### config.mk
export PLATFORM = sky130hd
export DESIGN_NAME = control_unit_flat
export DESIGN_NICKNAME = d
export VERILOG_FILES = /design/src/rtl/control_unit_if.sv /design/src/rtl/control_unit.sv /design/src/flat_wrapper.sv
export SDC_FILE = /design/constraint.sdc
export NUM_CORES = 1
export LEC_CHECK = 0
export ABC_AREA = 1
export CAP_MARGIN = 20
export CORE_AREA = 2 2 39 41
export DETAILED_ROUTE_END_ITERATION = 8
export DIE_AREA = 0 0 41 43
export GPL_TIMING_DRIVEN = 0
export PLACE_DENSITY = 0.75
export SLEW_MARGIN = 30
export SYNTH_ARGS = -nofsm -noshare
export SYNTH_HDL_FRONTEND = slang
export SYNTH_SLANG_ARGS = --single-unit
### constraint.sdc
create_clock -name i_clk -period 3.3 [get_ports i_clk]
set_input_delay 0.33 -clock i_clk [delete_from_list [all_inputs] [get_ports i_clk]]
set_output_delay 0.33 -clock i_clk [all_outputs]
set_load 0.02 [all_outputs]
### src/rtl/control_unit_if.sv
// Bus between the control unit and the rest of the 8-bit CPU datapath.
// Carries the opcode nibble and flags in, and the control word and T-state out.
interface control_unit_if;
    logic [3:0]  i_opcode;
    logic        i_flag_c;
    logic        i_flag_z;
    logic [15:0] o_ctrl;
    logic [2:0]  o_step;
    logic        o_halted;

    // Datapath/testbench side: drives opcode and flags, observes control word.
    modport master (
        output i_opcode,
        output i_flag_c,
        output i_flag_z,
        input  o_ctrl,
        input  o_step,
        input  o_halted
    );

    // Sequencer side: consumes opcode and flags, produces control word.
    modport slave (
        input  i_opcode,
        input  i_flag_c,
        input  i_flag_z,
        output o_ctrl,
        output o_step,
        output o_halted
    );
endinterface

### src/rtl/control_unit.sv
// Microcoded sequencer for the 8-bit bus CPU.
// A 3-bit T-state counter walks fetch (T0, T1) and up to three execute
// steps (T2..T4). The control word is decoded combinationally from the
// step, the opcode nibble and the carry/zero flags. An empty execute word
// ends the instruction early, and a word carrying HLT freezes the counter
// until reset.
module control_unit (
    input  logic          i_clk,
    input  logic          i_rst,
    control_unit_if.slave bus
);

    typedef enum logic [2:0] {
        T0 = 3'd0,
        T1 = 3'd1,
        T2 = 3'd2,
        T3 = 3'd3,
        T4 = 3'd4
    } step_e;

    // Control word bit positions.
    localparam int HLT_BIT = 15;

    // Fetch words.
    localparam logic [15:0] W_NONE   = 16'h0000;
    localparam logic [15:0] W_FETCH0 = 16'h4004;  // CO|MI
    localparam logic [15:0] W_FETCH1 = 16'h1408;  // RO|II|CE

    // Execute words.
    localparam logic [15:0] W_IO_MI  = 16'h4800;  // IO|MI
    localparam logic [15:0] W_RO_AI  = 16'h1200;  // RO|AI
    localparam logic [15:0] W_RO_BI  = 16'h1020;  // RO|BI
    localparam logic [15:0] W_ADD    = 16'h0281;  // EO|AI|FI
    localparam logic [15:0] W_SUB    = 16'h02C1;  // EO|AI|SU|FI
    localparam logic [15:0] W_AO_RI  = 16'h2100;  // AO|RI
    localparam logic [15:0] W_IO_AI  = 16'h0A00;  // IO|AI
    localparam logic [15:0] W_JUMP   = 16'h0802;  // IO|J
    localparam logic [15:0] W_OUT    = 16'h0110;  // AO|OI
    localparam logic [15:0] W_HALT   = 16'h8000;  // HLT

    // Opcode map.
    localparam logic [3:0] OP_LDA = 4'h1;
    localparam logic [3:0] OP_ADD = 4'h2;
    localparam logic [3:0] OP_SUB = 4'h3;
    localparam logic [3:0] OP_STA = 4'h4;
    localparam logic [3:0] OP_LDI = 4'h5;
    localparam logic [3:0] OP_JMP = 4'h6;
    localparam logic [3:0] OP_JC  = 4'h7;
    localparam logic [3:0] OP_JZ  = 4'h8;
    localparam logic [3:0] OP_OUT = 4'hE;
    localparam logic [3:0] OP_HLT = 4'hF;

    step_e       step_r;
    step_e       step_next_s;
    logic [15:0] word_s;

    // Microcode ROM: control word for the current step, opcode and flags.
    always_comb begin
        word_s = W_NONE;
        case (step_r)
            T0: word_s = W_FETCH0;
            T1: word_s = W_FETCH1;
            T2: begin
                case (bus.i_opcode)
                    OP_LDA:  word_s = W_IO_MI;
                    OP_ADD:  word_s = W_IO_MI;
                    OP_SUB:  word_s = W_IO_MI;
                    OP_STA:  word_s = W_IO_MI;
                    OP_LDI:  word_s = W_IO_AI;
                    OP_JMP:  word_s = W_JUMP;
                    OP_JC:   word_s = bus.i_flag_c ? W_JUMP : W_NONE;
                    OP_JZ:   word_s = bus.i_flag_z ? W_JUMP : W_NONE;
                    OP_OUT:  word_s = W_OUT;
                    OP_HLT:  word_s = W_HALT;
                    default: word_s = W_NONE;
                endcase
            end
            T3: begin
                case (bus.i_opcode)
                    OP_LDA:  word_s = W_RO_AI;
                    OP_ADD:  word_s = W_RO_BI;
                    OP_SUB:  word_s = W_RO_BI;
                    OP_STA:  word_s = W_AO_RI;
                    default: word_s = W_NONE;
                endcase
            end
            T4: begin
                case (bus.i_opcode)
                    OP_ADD:  word_s = W_ADD;
                    OP_SUB:  word_s = W_SUB;
                    default: word_s = W_NONE;
                endcase
            end
            default: word_s = W_NONE;
        endcase
    end

    // Next-step logic: fetch always advances; execute ends on an empty
    // word, holds on HLT, and otherwise advances (T4 wraps to T0).
    always_comb begin
        step_next_s = T0;
        case (step_r)
            T0: step_next_s = T1;
            T1: step_next_s = T2;
            T2: begin
                if (word_s == W_NONE) begin
                    step_next_s = T0;
                end else if (word_s[HLT_BIT]) begin
                    step_next_s = T2;
                end else begin
                    step_next_s = T3;
                end
            end
            T3: begin
                if (word_s == W_NONE) begin
                    step_next_s = T0;
                end else begin
                    step_next_s = T4;
                end
            end
            T4: step_next_s = T0;
            default: step_next_s = T0;
        endcase
    end

    // T-state register; reset clears it without waiting for a clock edge.
    always_ff @(posedge i_clk or posedge i_rst) begin
        if (i_rst) begin
            step_r <= T0;
        end else begin
            step_r <= step_next_s;
        end
    end

    // The control word is forced empty for as long as reset is held.
    assign bus.o_ctrl   = i_rst ? W_NONE : word_s;
    assign bus.o_step   = step_r;
    assign bus.o_halted = bus.o_ctrl[HLT_BIT];

endmodule

### src/flat_wrapper.sv
// flat-port wrapper written by rule: the top's interface ports become plain ports
module control_unit_flat 
  (i_clk, i_rst, bus_i_opcode, bus_i_flag_c, bus_i_flag_z, bus_o_ctrl, bus_o_step, bus_o_halted);
  control_unit_if bus_i ();
  input  logic i_clk;
  input  logic i_rst;
  input wire logic [$bits(bus_i.i_opcode)-1:0] bus_i_opcode;
  input wire logic [$bits(bus_i.i_flag_c)-1:0] bus_i_flag_c;
  input wire logic [$bits(bus_i.i_flag_z)-1:0] bus_i_flag_z;
  output wire logic [$bits(bus_i.o_ctrl)-1:0] bus_o_ctrl;
  output wire logic [$bits(bus_i.o_step)-1:0] bus_o_step;
  output wire logic [$bits(bus_i.o_halted)-1:0] bus_o_halted;
  assign bus_i.i_opcode = bus_i_opcode;
  assign bus_i.i_flag_c = bus_i_flag_c;
  assign bus_i.i_flag_z = bus_i_flag_z;
  assign bus_o_ctrl = bus_i.o_ctrl;
  assign bus_o_step = bus_i.o_step;
  assign bus_o_halted = bus_i.o_halted;
  control_unit u_core (.i_clk(i_clk), .i_rst(i_rst), .bus(bus_i));
endmodule
After elaboration in Yosys (flattened, before gate mapping)
Index checks and enable logic that the tools add are counted.

operators by class
  equal/unequal tests = 14
  mux-type cells = 11
  reduce and logical (&&, ||, !) cells = 4

operator list
  operator              number
  $pmux W16 S7          1
  $pmux W16 S5          1
  $pmux W14 S3          1
  $mux W12              2
  $pmux W10 S2          1
  $eq A4 B3 Y1 const B  4
  $logic_not A16 Y1     1
  $mux W16              1
  $eq A4 B4 Y1 const B  3
  $pmux W3 S4           1
  $eq A4 B2 Y1 const B  2
  $eq A3 B2 Y1 const B  2
  $mux W3               2
  $eq A4 B1 Y1 const B  1
  $reduce_or A4 Y1      1
  $eq A3 B1 Y1 const B  1
  $eq A3 B3 Y1 const B  1
  $logic_not A3 Y1      1
  $reduce_or A2 Y1      1
  $mux W1               1

storage, ports and cells
  logic and storage cells = 30
  input bits = 8
  output and inout bits = 20
  register bits = 3

Logic depth before layout (Yosys ltp)
  depth in word-level cells = 7
  mapped depth = 10
  mapped depth without buffers = 10

Least setup slack after synthesis
OpenSTA, ideal clock, no wires.

  path kind = flip-flop to output port
  start = register u_core.step_r[0] (netlist: u_core.bus.o_step[0])
  end = output bus_o_ctrl[12]
  path buffers = 0
  data arrival time = 1.745 ns
  cell stages (with the launch flop) = 3
  data required time = 2.970 ns
  path slack = 1.225 ns
  cells stage by stage = dfrtp_1 inv_1 a2111oi_0

between the ends
  longest elaborated chain between the ends = 3
  elaborated cells between the ends (all ways) = 7
  those cells by class = 4 x eq/ne; 2 x mux; 1 x reduce/logical

ends and longest elaborated chain
  item                                        RTL line             text
  from (decl)                                 control_unit.sv:53   step_e step_r;
  from (signal assigned)                      control_unit.sv:131  step_r <= step_next_s;
  $eq A3 B3 Y1, or another cell as far along  control_unit.sv:60   case (step_r)
  $pmux W16 S5 *                              control_unit.sv:60
  $mux W16 *                                  control_unit.sv:136  assign bus.o_ctrl = i_rst ? W_NONE : word_s;
  to (decl)                                   flat_wrapper.sv:10   output wire logic [$bits(bus_i.o_ctrl)-1:0] bus_o_ctrl;

Mark *: on every way between the ends. The rest lies on a longest branch, timed or not.

Worst setup path after layout
  start = input bus_i_opcode[0]
  end = output bus_o_ctrl[12]

between the ends
  longest elaborated chain between the ends = 5
  elaborated cells between the ends (all ways) = 8
  those cells by class = 4 x eq/ne; 3 x mux; 1 x reduce/logical

ends and longest elaborated chain
  item                               RTL line             text
  from (decl)                        flat_wrapper.sv:7    input wire logic [$bits(bus_i.i_opcode)-1:0] bus_i_opcode;
  $eq A4 B2 Y1                       control_unit.sv:79   case (bus.i_opcode)
  $reduce_or A2 Y1 (no source line)  n/a
  $pmux W14 S3 *                     control_unit.sv:79
  $pmux W16 S5 *                     control_unit.sv:60
  $mux W16 *                         control_unit.sv:136

Marked as above.

==> flow_summary.ini <==
[synth]
synth.most_common_cell = nand2_1
synthFlopType = dfrtp_1
synth_xor_area_share_pct = 0
synth_compound_area_share_pct = 7.44
yosysUniqueCellTypes = 16
synthCells = 87
synth_top_family_by_area = simple AND/OR/NAND/NOR gates
synth_edf_count = 0
ys_ff_latch = 3
ys_warn_count = 0
ys_async_sr_fraction_pct = 100
synth_area_leaders = nand2_1 (21%), dfrtp_1 (17%), nor2_1 (15%), inv_1 (6.6%), nor2_2 (5.5%)
synth_area_um2 = 454
synthMuxAreaShare_pct = 0
avgSynthCellArea_um2 = 5.22
synth-adder-area-share_pct = 0
netlist.area_leader.share_pct = 21.5
yosys-top-cells-count = nand2_1 (26), nor2_1 (18), inv_1 (8)
synthSimpleGateAreaFrac_pct = 60.3
ys_seq_area_share_pct = 16.5
synth_fp_nets = 95
yosysTopAreaCell = nand2_1

[cts]
clkLatencyLatePin_ns = 0.23
ctsHtreeMaxLevel = 1
cts_resized = 0
postCtsSetupBuffers = 0
clock_sinks = 3
cts_buffers = 3
clk_pin_slew_worst_paths_ns = 0.04
clockBufferDepth = 2
cts_tree = done
cts-root-buf = clkbuf_4
postCtsHoldBufs = 0

[critical_path]
r2r_slack_ns = 1.96
required_ns = 2.97
end_kind = output pin
worst-path-buf-inv = 3
arrival_ns = 2.12
crit_fanout = 5
path_class = in -> out
critPathMaxStageDelay_ns = 0.67
critPathLaunchType = input pin
crit_family = buffers and inverters
crit_slowest_cell = clkdlybuf4s50_1
cp_cell_sequence = clkdlybuf4s50_1 -> inv_2 -> nand2_1 -> nand2_1 -> a2111oi_0 -> clkdlybuf4s50_1

[timing]
setup_viol = 0
hold_viol = 0
period_needed_ns = 2.45
finalClockSkew_ns = 0.00551
fmax_mhz = 408
fin_crit_sh_pct = 74.4
tns_ns = 0
rsz0062_at_grt = no
report.final.slew_viol_count = 0
worst_pin_slew_ns = 0.420
slew_headroom_pct = 72.0

[die]
die_h_um = 43
boundaryPins = 28
die_x_um = 41
dieArea_um2 = 1760
core-area_um2 = 1380
num_rows = 14
initial_core_util_pct = 32.8

[layout]
final-seq-area_um2 = 75.1
fill_cells = 156
fin_nets = 127
finish.utilization_pct = 55.7
multi_input_area_um2 = 308
drive_gt1_share_pct = 15.3
diodes = 0
largest_reg_flops = 3
syn_to_final_growth_pct = 69.7
final_cell_area_um2 = 771

[drt]
drtIter0Drc = 11
vias = 633
wl_um = 1290
avgViaCountPerCell = 4.72
firstDrtPassIters = 4
antenna_left = 0
wl_per_cell_um = 9.62
drc = 0

[global_routing]
gr-usage-met1_pct = 23.0
use_met3_pct = 1.57
grt_pass1_vias = 545
grt_pass1_wl_um = 2170
grtUsageTotal_pct = 17.1
antenna_found_initial = 0
met2_usage_pct = 28.1
busiest_layer = met2
grt_max_degree = 11
grt_overflow_total = 0

[min_path]
hold_path_class = in -> async

[power_and_ir_drop]
p_per_area_nw_per_um2 = 600
leakage_nw = 0.383
ir_worst_vdd_mv = 0.526

[place]
portBuffers = 27
gp_congestion = 0.791
dp_hpwl_um = 1060
place_area_um2 = 744

[status]
status = complete, no violations

[run]
drv_cap = 0
[per-layer routing]
layer	up-vias	routed length, µm
li1	334	-
met1	281	586
met4	0	12
met5	-	0
met2	16	641
met3	2	49
[layout by cell type, fill, tap and decap left out, drive strengths merged, types with 2 or more instances in the layout]
| cell | instances |
|---|---|
| a21oi | 3 |
| buf | 3 |
| clkbuf | 5 |
| clkdlybuf4s50 | 27 |
| dfrtp | 3 |
| inv | 12 |
| nand2 | 28 |
| nand3 | 6 |
| nor2 | 22 |
| nor3 | 5 |
| o21ai | 2 |
[kinds of logic (layout without fill, tap and decap cells)]
group / count (synthesis) / count (layout)
AO/OA/AOI/OAI: 6 / 6
buffers and inverters: 16 / 47
flip-flops: 3 / 3
AND/OR/NAND/NOR: 62 / 62
[final cells by class]
cell class,count,area share (%)
multi-input combinational,68,39.9
timing repair buffer,27,35.1
sequential,3,9.74
inverter,12,5.84
clock buffer,4,3.41
buffer,4,3.41
tap,16,2.60
[path summary, 6_finish.rpt]
| kind | endpoint | depth (start not counted) | start |
|---|---|---|---|
| max in group asynchronous | u_core.bus.o_step[0] | 2 | i_rst |
| worst min register to register | u_core.bus.o_step[1] | 2 | u_core.bus.o_step[0] |
| worst max-delay path | bus_o_ctrl[12] | 6 | bus_i_opcode[0] |
| worst min-delay path | u_core.bus.o_step[2] | 2 | i_rst |
| min in group i_clk | u_core.bus.o_step[1] | 2 | u_core.bus.o_step[0] |
| worst max register to register | u_core.bus.o_step[0] | 8 | u_core.bus.o_step[1] |
[per-stage QoR]
step | total power, mW | hold slack [ns] | cells | setup WS (ns)
after global routing | 0.509 | 0.421 | 134 | 0.578
after global placement | 0.395 | 0.627 | 130 | 0.814
final | 0.462 | 0.389 | 134 | 0.846
after detailed placement | 0.399 | 0.635 | 130 | 0.829
after CTS | 0.465 | 0.391 | 134 | 0.830
after floorplan | 0.275 | 0.0920 | 87 | 1.22
[power by group]
part           switching [mW]  total [mW]  internal, mW
Combinational           0.185       0.318         0.133
Clock                  0.0183      0.0635        0.0453
Sequential             0.0258      0.0809        0.0551
Total                   0.229       0.462         0.233
[worst register-to-register path, delay by kind of cell (launching register included)]
kind	cells	cell delay, ns
simple gates	7	0.68
buf+inv	1	0.09
flops	1	0.43
Power figures use the tool's default switching activity.
